`config.mk`:
```
export PLATFORM = sky130hd
export DESIGN_NAME = matrix_scan_driver
export DESIGN_NICKNAME = d
export VERILOG_FILES = /design/src/rtl/matrix_scan_driver.sv
export SDC_FILE = /design/constraint.sdc
export NUM_CORES = 1
export LEC_CHECK = 0
export CAP_MARGIN = 20
export CORE_MARGIN = 8
export CORE_UTILIZATION = 58
export DETAILED_ROUTE_END_ITERATION = 12
export GPL_TIMING_DRIVEN = 0
export HOLD_SLACK_MARGIN = 0.02
export PLACE_DENSITY = 0.83
export SLEW_MARGIN = 10
export SYNTH_ARGS = -nofsm -noshare
export SYNTH_HDL_FRONTEND = slang
export SYNTH_SLANG_ARGS = --single-unit
export TNS_END_PERCENT = 30
```
`constraint.sdc`:
```
create_clock -name clk -period 6.35 [get_ports clk]
set_input_delay 1.27 -clock clk [delete_from_list [all_inputs] [get_ports clk]]
set_output_delay 1.27 -clock clk [all_outputs]
set_load 0.02 [all_outputs]
```
`src/rtl/matrix_scan_driver.sv`:
```
// matrix_scan_driver: row scanner for the 16x16 LED matrix.
// Each row: LOAD the column bits, SHIFT {row one-hot, columns} MSB first into
// the cascaded shift registers, LATCH them, then light the row for DWELL clocks.
// Optional feature: define SCAN_BRIGHTNESS_EN to add a 4-bit brightness input
// that shortens the lit portion of each dwell window.
module matrix_scan_driver #(
  parameter int CLK_DIV = 4,
  parameter int DWELL   = 1000
) (
  input  logic        clk,
  input  logic        reset_n,
  input  logic        en,
  input  logic [15:0] grid_col,
`ifdef SCAN_BRIGHTNESS_EN
  input  logic [3:0]  brightness,
`endif
  output logic [15:0] grid_row,
  output logic        ser_data,
  output logic        ser_clk,
  output logic        ser_latch,
  output logic        oe_n,
  output logic        frame_start
);

  localparam int SHIFT_LAST = 2 * CLK_DIV - 1;
  localparam int CNT_MAX    = (2 * CLK_DIV > DWELL) ? 2 * CLK_DIV : DWELL;
  localparam int CW         = $clog2(CNT_MAX + 1);

  typedef enum logic [2:0] {
    ST_IDLE,
    ST_LOAD,
    ST_SHIFT,
    ST_LATCH,
    ST_DWELL
  } state_t;

  state_t        state, state_nx;
  logic [3:0]    row, row_nx;
  logic [4:0]    bit_cnt, bit_cnt_nx;
  logic [CW-1:0] cnt, cnt_nx;
  logic [31:0]   shreg, shreg_nx;
  logic          ser_data_nx, ser_clk_nx, ser_latch_nx, oe_n_nx, frame_start_nx;
  logic          lit_nx;

  assign grid_row = {12'd0, row};

`ifdef SCAN_BRIGHTNESS_EN
  logic [3:0]    bright_q;
  logic [CW+4:0] duty;

  // Hold the brightness seen in LOAD so the whole row uses one duty value
  always_ff @(posedge clk or negedge reset_n) begin
    if (!reset_n) begin
      bright_q <= 4'd0;
    end else if (state == ST_LOAD) begin
      bright_q <= brightness;
    end
  end

  assign duty   = (((CW+5)'(bright_q) + (CW+5)'(1)) * (CW+5)'(DWELL)) >> 4;
  assign lit_nx = ({5'd0, cnt_nx} < duty);
`else
  assign lit_nx = 1'b1;
`endif

  // Next-state logic; outputs are derived from the next state so they can be registered
  always_comb begin
    state_nx   = state;
    row_nx     = row;
    bit_cnt_nx = bit_cnt;
    cnt_nx     = cnt;
    shreg_nx   = shreg;
    case (state)
      ST_IDLE: begin
        if (en) state_nx = ST_LOAD;
      end
      ST_LOAD: begin
        shreg_nx   = {16'h8000 >> row, grid_col};
        bit_cnt_nx = 5'd31;
        cnt_nx     = '0;
        state_nx   = ST_SHIFT;
      end
      ST_SHIFT: begin
        if (cnt == CW'(SHIFT_LAST)) begin
          shreg_nx   = {shreg[30:0], 1'b0};
          bit_cnt_nx = bit_cnt - 5'd1;
          cnt_nx     = '0;
          if (bit_cnt == 5'd0) state_nx = ST_LATCH;
        end else begin
          cnt_nx = cnt + CW'(1);
        end
      end
      ST_LATCH: begin
        if (cnt == CW'(CLK_DIV - 1)) begin
          cnt_nx   = '0;
          state_nx = ST_DWELL;
        end else begin
          cnt_nx = cnt + CW'(1);
        end
      end
      ST_DWELL: begin
        if (cnt == CW'(DWELL - 1)) begin
          cnt_nx   = '0;
          row_nx   = row + 4'd1;
          state_nx = en ? ST_LOAD : ST_IDLE;
        end else begin
          cnt_nx = cnt + CW'(1);
        end
      end
      default: state_nx = ST_IDLE;
    endcase

    ser_data_nx    = (state_nx == ST_SHIFT) && shreg_nx[31];
    ser_clk_nx     = (state_nx == ST_SHIFT) && (cnt_nx >= CW'(CLK_DIV));
    ser_latch_nx   = (state_nx == ST_LATCH);
    oe_n_nx        = !((state_nx == ST_DWELL) && lit_nx);
    frame_start_nx = (state_nx == ST_LOAD) && (row_nx == 4'd0);
  end

  // State, counters and registered outputs; reset aborts any row in flight
  always_ff @(posedge clk or negedge reset_n) begin
    if (!reset_n) begin
      state       <= ST_IDLE;
      row         <= 4'd0;
      bit_cnt     <= 5'd0;
      cnt         <= '0;
      shreg       <= 32'd0;
      ser_data    <= 1'b0;
      ser_clk     <= 1'b0;
      ser_latch   <= 1'b0;
      oe_n        <= 1'b1;
      frame_start <= 1'b0;
    end else begin
      state       <= state_nx;
      row         <= row_nx;
      bit_cnt     <= bit_cnt_nx;
      cnt         <= cnt_nx;
      shreg       <= shreg_nx;
      ser_data    <= ser_data_nx;
      ser_clk     <= ser_clk_nx;
      ser_latch   <= ser_latch_nx;
      oe_n        <= oe_n_nx;
      frame_start <= frame_start_nx;
    end
  end

endmodule
```
==> results of run 1 <==
==> report_power, final <==
group          switching, mW  internal (mW)  total, mW
logic                  0.258          0.182      0.439
clock network          0.145          0.228      0.373
registers             0.0660          0.480      0.546
==> registers in the layout, summed over array words and instances (netlist names) <==
name / cells
shreg: 32
cnt: 10
bit_cnt: 5
row: 4
state: 3
frame_start: 1
oe_n: 1
ser_clk: 1
ser_data: 1
ser_latch: 1
==> through the flow <==
stage / setup slack, ns / cells
2_1_floorplan: 4.26 / 339
3_3_place_gp: 2.18 / 438
3_5_place_dp: 3.97 / 438
4_1_cts: 3.60 / 453
5_1_grt: 3.58 / 453
6_report: 3.62 / 453
==> area by class of cell <==
class | count | area, sq um | share of cell area, %
repair buffers | 27 | 268 | 7.10
clock inverters | 5 | 77.6 | 2.06
flip-flops and latches | 59 | 1480 | 39.2
plain buffers | 35 | 196 | 5.21
clock buffers | 10 | 138 | 3.65
multi-input cells | 235 | 1490 | 39.4
well taps | 72 | 90.1 | 2.39
inverters | 10 | 37.5 | 0.995
==> final timing paths <==
check / startpoint / cells after the start / end / slack, ns
max in group asynchronous: reset_n / 1 / bit_cnt[1] / 4.89
setup reg to reg: cnt[0] / 7 / frame_start / 3.94
hold / removal: shreg[10] / 2 / shreg[10] / 0.48
setup / recovery: oe_n / 1 / oe_n / 3.62
hold reg to reg: shreg[10] / 2 / shreg[10] / 0.48
min in group asynchronous: reset_n / 1 / shreg[10] / 0.97
==> metal layers <==
layer | global-route usage (%) | wire [um]
met1 | 21.6 | 3140
met3 | 4.66 | 445
met4 | 9.73 | 136
met2 | 26.3 | 3080
met5 | 0 | 0
==> cells in the final DEF (no fill, tap or decap), drive strengths merged, types with 3 or more instances in the layout <==
| cell | instances |
|---|---|
| o21ai | 7 |
| xor2 | 5 |
| and3 | 7 |
| clkbuf | 26 |
| nand4 | 8 |
| dfrtp | 58 |
| nor2 | 16 |
| nand3 | 12 |
| nor3 | 8 |
| a221o | 5 |
| a31oi | 6 |
| a32oi | 8 |
| nand2 | 61 |
| a21oi | 6 |
| and2 | 3 |
| ha | 9 |
| a22oi | 15 |
| nor4 | 4 |
| conb | 12 |
| clkdlybuf4s50 | 26 |
| buf | 20 |
| a22o | 3 |
| xnor2 | 8 |
| inv | 10 |
| or3b | 3 |
==> cell usage after synthesis, drive strengths merged, types with 2 or more instances <==
cell     n  area, sq um
nand2   61          229
dfrtp   58         1450
buf     19          136
clkbuf  16         60.1
nor2    16         60.1
a22oi   15          113
nand3   12         60.1
inv     10         37.5
ha       9          113
a32oi    8         70.1
nand4    8         50.1
nor3     8         45.0
xnor2    8         70.1
and3     7         43.8
o21ai    7         35.0
a21oi    6         30.0
a31oi    6         43.8
a221o    5         50.1
xor2     5         43.8
nor4     4         58.8
a22o     3         26.3
and2     3         18.8
or3b     3         26.3
a211oi   2         15.0
nand2b   2         12.5
nand3b   2         15.0
nor3b    2         15.0
o31ai    2         15.0
or2      2         12.5
or3      2         17.5
or4      2         18.8
==> logic make-up after synthesis <==
kind of cell	Yosys count
AO/OA/AOI/OAI	61
XOR/XNOR	13
adder cells (fa/ha/maj)	9
buffers and inverters	45
flip-flops	59
multiplexers	2
other	1
AND/OR/NAND/NOR	138
==> reports/qor.csv, run 1 <==
metric,value,unit
cap_violations,0,
ys_warn_count,0,
cts_tree,yes,
critPathMaxFanout,1,
synth_mux_area_share,0.674,%
postRouteAntennaNets,0,
required,5.08,ns
cts_hold_buf,0,
grt_pass1_wl,11600,um
period_share,42.9,%
tightest_slew,0.713,ns
portBuffers,27,
synth_compound_area_share,14.9,%
crit_buf_inv,1,
seq_area_frac_synth,46.8,%
post-route-util,70.2,%
die_x,89.8,um
p_total,1.36,mW
grt_max_degree,60,
post-route-drc-count,0,
wl,6800,um
setup.worst_path.start_class,flop,
crit_chain,clkdlybuf4s50_1,
clk_latency,0.34,ns
setup_tns,0,ns
clock_skew,0.00759,ns
diodes,0,
stdcell_area,0.00377,sq mm
design.die.area,0.00806,sq mm
synth-async-reset-ratio,100,%
start_util,58.8,%
status,"complete, no violations",
first_iter_violations,152,
cp_slowest_stage_delay,0.61,ns
ir_drop,0.000247,V
avgSynthCellArea,9.63,sq um
fp.dieH,89.8,um
synth_fa_ha_area_share,3.57,%
syn_area,0.00316,sq mm
critPathArrivalTime,1.46,ns
cts_resized,0,
synth_cells,328,
overflow,0,
power_density,360,mW/mm^2
drive_above_1_share,13.6,%
path_class,flop to output port,
hold_class,flop to flop,
holdWs,0.479,ns
maxSlewHeadroom,52.4,%
placed_area,0.00356,sq mm
core_area,0.00537,sq mm
io_pins,40,
endpoint_kind,output port,
fmax,367,MHz
first_global_vias,2531,
nets,405,
htreeDepth,3,
ys.flop_type,dfrtp_1,
synth_cell_types,54,
place.gp.congestion,0.851,
hpwl,4730,um
via_count,2536,
grtUsageTotal,17.3,%
period_minus_slack,2.73,ns
cts_buffers,9,
wire_per_inst,15.0,um
p_leak,1.78,nW
drt-vias-per-instance,5.60,
dr.pass1.iters,5,
clock-sinks,59,
cts_setup_buffers,0,
slew_viol_final,0,
hold_viol_final,0,
rsz0062_at_grt,false,
synth_top_family_by_area,simple AND/OR/NAND/NOR gates,
syn2layout_area_growth,19.5,%
synthSimpleGateAreaFrac,22.9,%
fill_cells,417,
synth_xor_area_share,3.61,%
synth_seq_cells,59,
clkTransAtPathRegs,0.06,ns
setup_viol,0,
clk_path_buf_depth,2,
cp_slowest_cell,clkdlybuf4s50_1,
antenna_found_initial,0,
floorplan.rows,27,
crit_family,buffers and inverters,
root_buffer,clkbuf_8,
synth-edff-count,0,
No activity file was read; power rests on OpenSTA's default activity.
==> run 2: changes to the inputs <==
--- a/config.mk
+++ b/config.mk
@@ -7,11 +7,11 @@
 export LEC_CHECK = 0
 export CAP_MARGIN = 20
 export CORE_MARGIN = 8
-export CORE_UTILIZATION = 58
+export CORE_UTILIZATION = 55
 export DETAILED_ROUTE_END_ITERATION = 12
 export GPL_TIMING_DRIVEN = 0
 export HOLD_SLACK_MARGIN = 0.02
-export PLACE_DENSITY = 0.83
+export PLACE_DENSITY = 0.79
 export SLEW_MARGIN = 10
 export SYNTH_ARGS = -nofsm -noshare
 export SYNTH_HDL_FRONTEND = slang
==> constraint.sdc (replaced) <==
create_clock -name clk -period 2.7 [get_ports clk]
set_input_delay 0.54 -clock clk [delete_from_list [all_inputs] [get_ports clk]]
set_output_delay 0.54 -clock clk [all_outputs]
set_load 0.02 [all_outputs]
==> run 2 against run 1 <==
Compared with the run above:
- power rose by 120%
- clock skew is essentially flat
- first-iteration DRC count up 5.3%
- critical path depth is 6 higher
- worst hold slack worse by 0.22 ns
- core utilization is 2.8 points lower
- routed wire length is 3.4% higher
- sequential power is 130% higher
- combinational power up 140%
- register-to-register slack lost 3.7 ns
- clock-buffer cell count grew 1
- clock power rose by 92%
==> reports/qor.csv, run 2 (synthesis gave the netlist of run 1 again) <==
metric,value,unit,change
final_cell_mix,"nand2_1 (61), dfrtp_1 (58), clkdlybuf4s50_1 (26)",,unchanged
clkTransAtPathRegs,0.06,ns,about the same
stdcell_area,0.00374,sq mm,was 0.00377 sq mm
required,2.92,ns,was 5.08 ns
p_leak,1.77,nW,was 1.78 nW
postRouteAntennaNets,0,,unchanged
fmax,414,MHz,
cts_hold_buf,0,,unchanged
hold_class,input pin to asynchronous set/reset pin,,was flop to flop
htreeDepth,3,,unchanged
period_minus_slack,2.42,ns,
crit_chain,ha_1 > buf_2 > nand4bb_2 > nor4_4 > nor2_1 > clkbuf_1 > a221o_1,,was clkdlybuf4s50_1
first_iter_violations,160,,was 152
setup_viol,0,,unchanged
mostFrequentLayoutCell,nand2_1,,unchanged
nets,405,,unchanged
clk_path_buf_depth,2,,unchanged
maxSlewHeadroom,51.1,%,was 52.4%
placed_area,0.00356,sq mm,unchanged
power_density,815,mW/mm^2,was 360 mW/mm^2
wl_met2,3300,um,was 3080 um
post-route-util,67.4,%,was 70.2%
met3_wirelength,441,um,was 445 um
critPathMaxFanout,10,,was 1
p_total,3.04,mW,was 1.36 mW
path_class,flop to flop,,was flop to output port
setup_tns,0,ns,unchanged
cp_slowest_cell,nor4_4,,was clkdlybuf4s50_1
largest_register_ffs,32,,unchanged
crit_family,simple AND/OR/NAND/NOR gates,,was buffers and inverters
wire_per_inst,15.5,um,was 15.0 um
root_buffer,clkbuf_8,,unchanged
first_global_vias,2428,,was 2531
holdWs,0.262,ns,was 0.479 ns
drt-vias-per-instance,5.61,,was 5.60
rsz0062_at_grt,false,,unchanged
reg_top3,"shreg (32), cnt (10), bit_cnt (5)",,unchanged
wl_met1,3190,um,was 3140 um
crit_buf_inv,2,,was 1
syn2layout_area_growth,18.3,%,was 19.5%
routed.top_layer,met4,,unchanged
hpwl,4910,um,was 4730 um
dr.pass1.iters,5,,unchanged
cts_resized,0,,unchanged
hold_viol_final,0,,unchanged
place.gp.congestion,0.877,,was 0.851
post-route-drc-count,0,,unchanged
grtUsageTotal,17.4,%,was 17.3%
cap_violations,0,,unchanged
ff2ff_setup_slack,0.28,ns,was 3.94 ns
cp_slowest_stage_delay,0.47,ns,was 0.61 ns
critPathArrivalTime,2.64,ns,was 1.46 ns
cts_tree,yes,,unchanged
overflow,0,,unchanged
grt_max_degree,60,,unchanged
clock_skew,0.00734,ns,was 0.00759 ns
period_share,89.5,%,
status,"complete, no violations",,unchanged
wl,7030,um,was 6800 um
cts_setup_buffers,0,,unchanged
die_x,91.8,um,was 89.8 um
via_count,2547,,was 2536
grt_pass1_wl,12000,um,was 11600 um
ir_drop,0.000460,V,was 0.000247 V
cts_buffers,9,,unchanged
diodes,0,,unchanged
tightest_slew,0.733,ns,was 0.713 ns
fp.dieH,91.8,um,was 89.8 um
start_util,57.0,%,was 58.8%
top_register,shreg,,unchanged
drive_above_1_share,13.9,%,was 13.6%
portBuffers,27,,unchanged
io_pins,40,,unchanged
endpoint_kind,flop,,was output port
clock-sinks,59,,unchanged
core_area,0.00554,sq mm,was 0.00537 sq mm
floorplan.rows,27,,unchanged
setup.worst_path.start_class,flop,,unchanged
antenna_found_initial,0,,unchanged
slew_viol_final,0,,unchanged
clk_latency,0.34,ns,about the same
design.die.area,0.00842,sq mm,was 0.00806 sq mm
## run 2: changes by cell type in the layout (fill, tap and decap cells not counted), sizes merged
cell    change
clkinv      +2
clkbuf      +1
bufinv      -2
## run 2: area by class of cell
type / count / area, sq um
tap: 72 / 90.1
sequential: 59 / 1480
fill: 452 / 1800
timing repair buffer: 27 / 268
clock inverter: 5 / 27.5
buffer: 35 / 196
inverter: 10 / 37.5
clock buffer: 11 / 151
multi-input combinational: 235 / 1490
## run 2: layer usage
metal / vias up / GRT usage, %
li1: 1232 / -
met4: 0 / 8.05
met5: - / 0
met1: 1231 / 22.6
met2: 74 / 26.7
met3: 10 / 4.56
## run 2: final timing paths
path | depth (start not counted) | from | to
max reg2reg | 7 | cnt[0] | shreg[24]
min | 1 | reset_n | shreg[11]
max in group asynchronous | 1 | reset_n | state[2]
max | 7 | cnt[0] | shreg[24]
min reg2reg | 2 | shreg[1] | shreg[1]
min in group clk | 2 | shreg[1] | shreg[1]
## run 2: power by group
part	switching (mW)	internal, mW
clock	0.342	0.376
sequential	0.149	1.13
combinational	0.619	0.428
total	1.11	1.93
## run 2: per-stage QoR
stage | setup slack (ns) | instances
after detailed placement | 0.322 | 438
final | 0.283 | 454
after global placement | -0.732 | 438
after global routing | 0.0400 | 454
after floorplan | 0.612 | 339
after CTS | 0.297 | 454
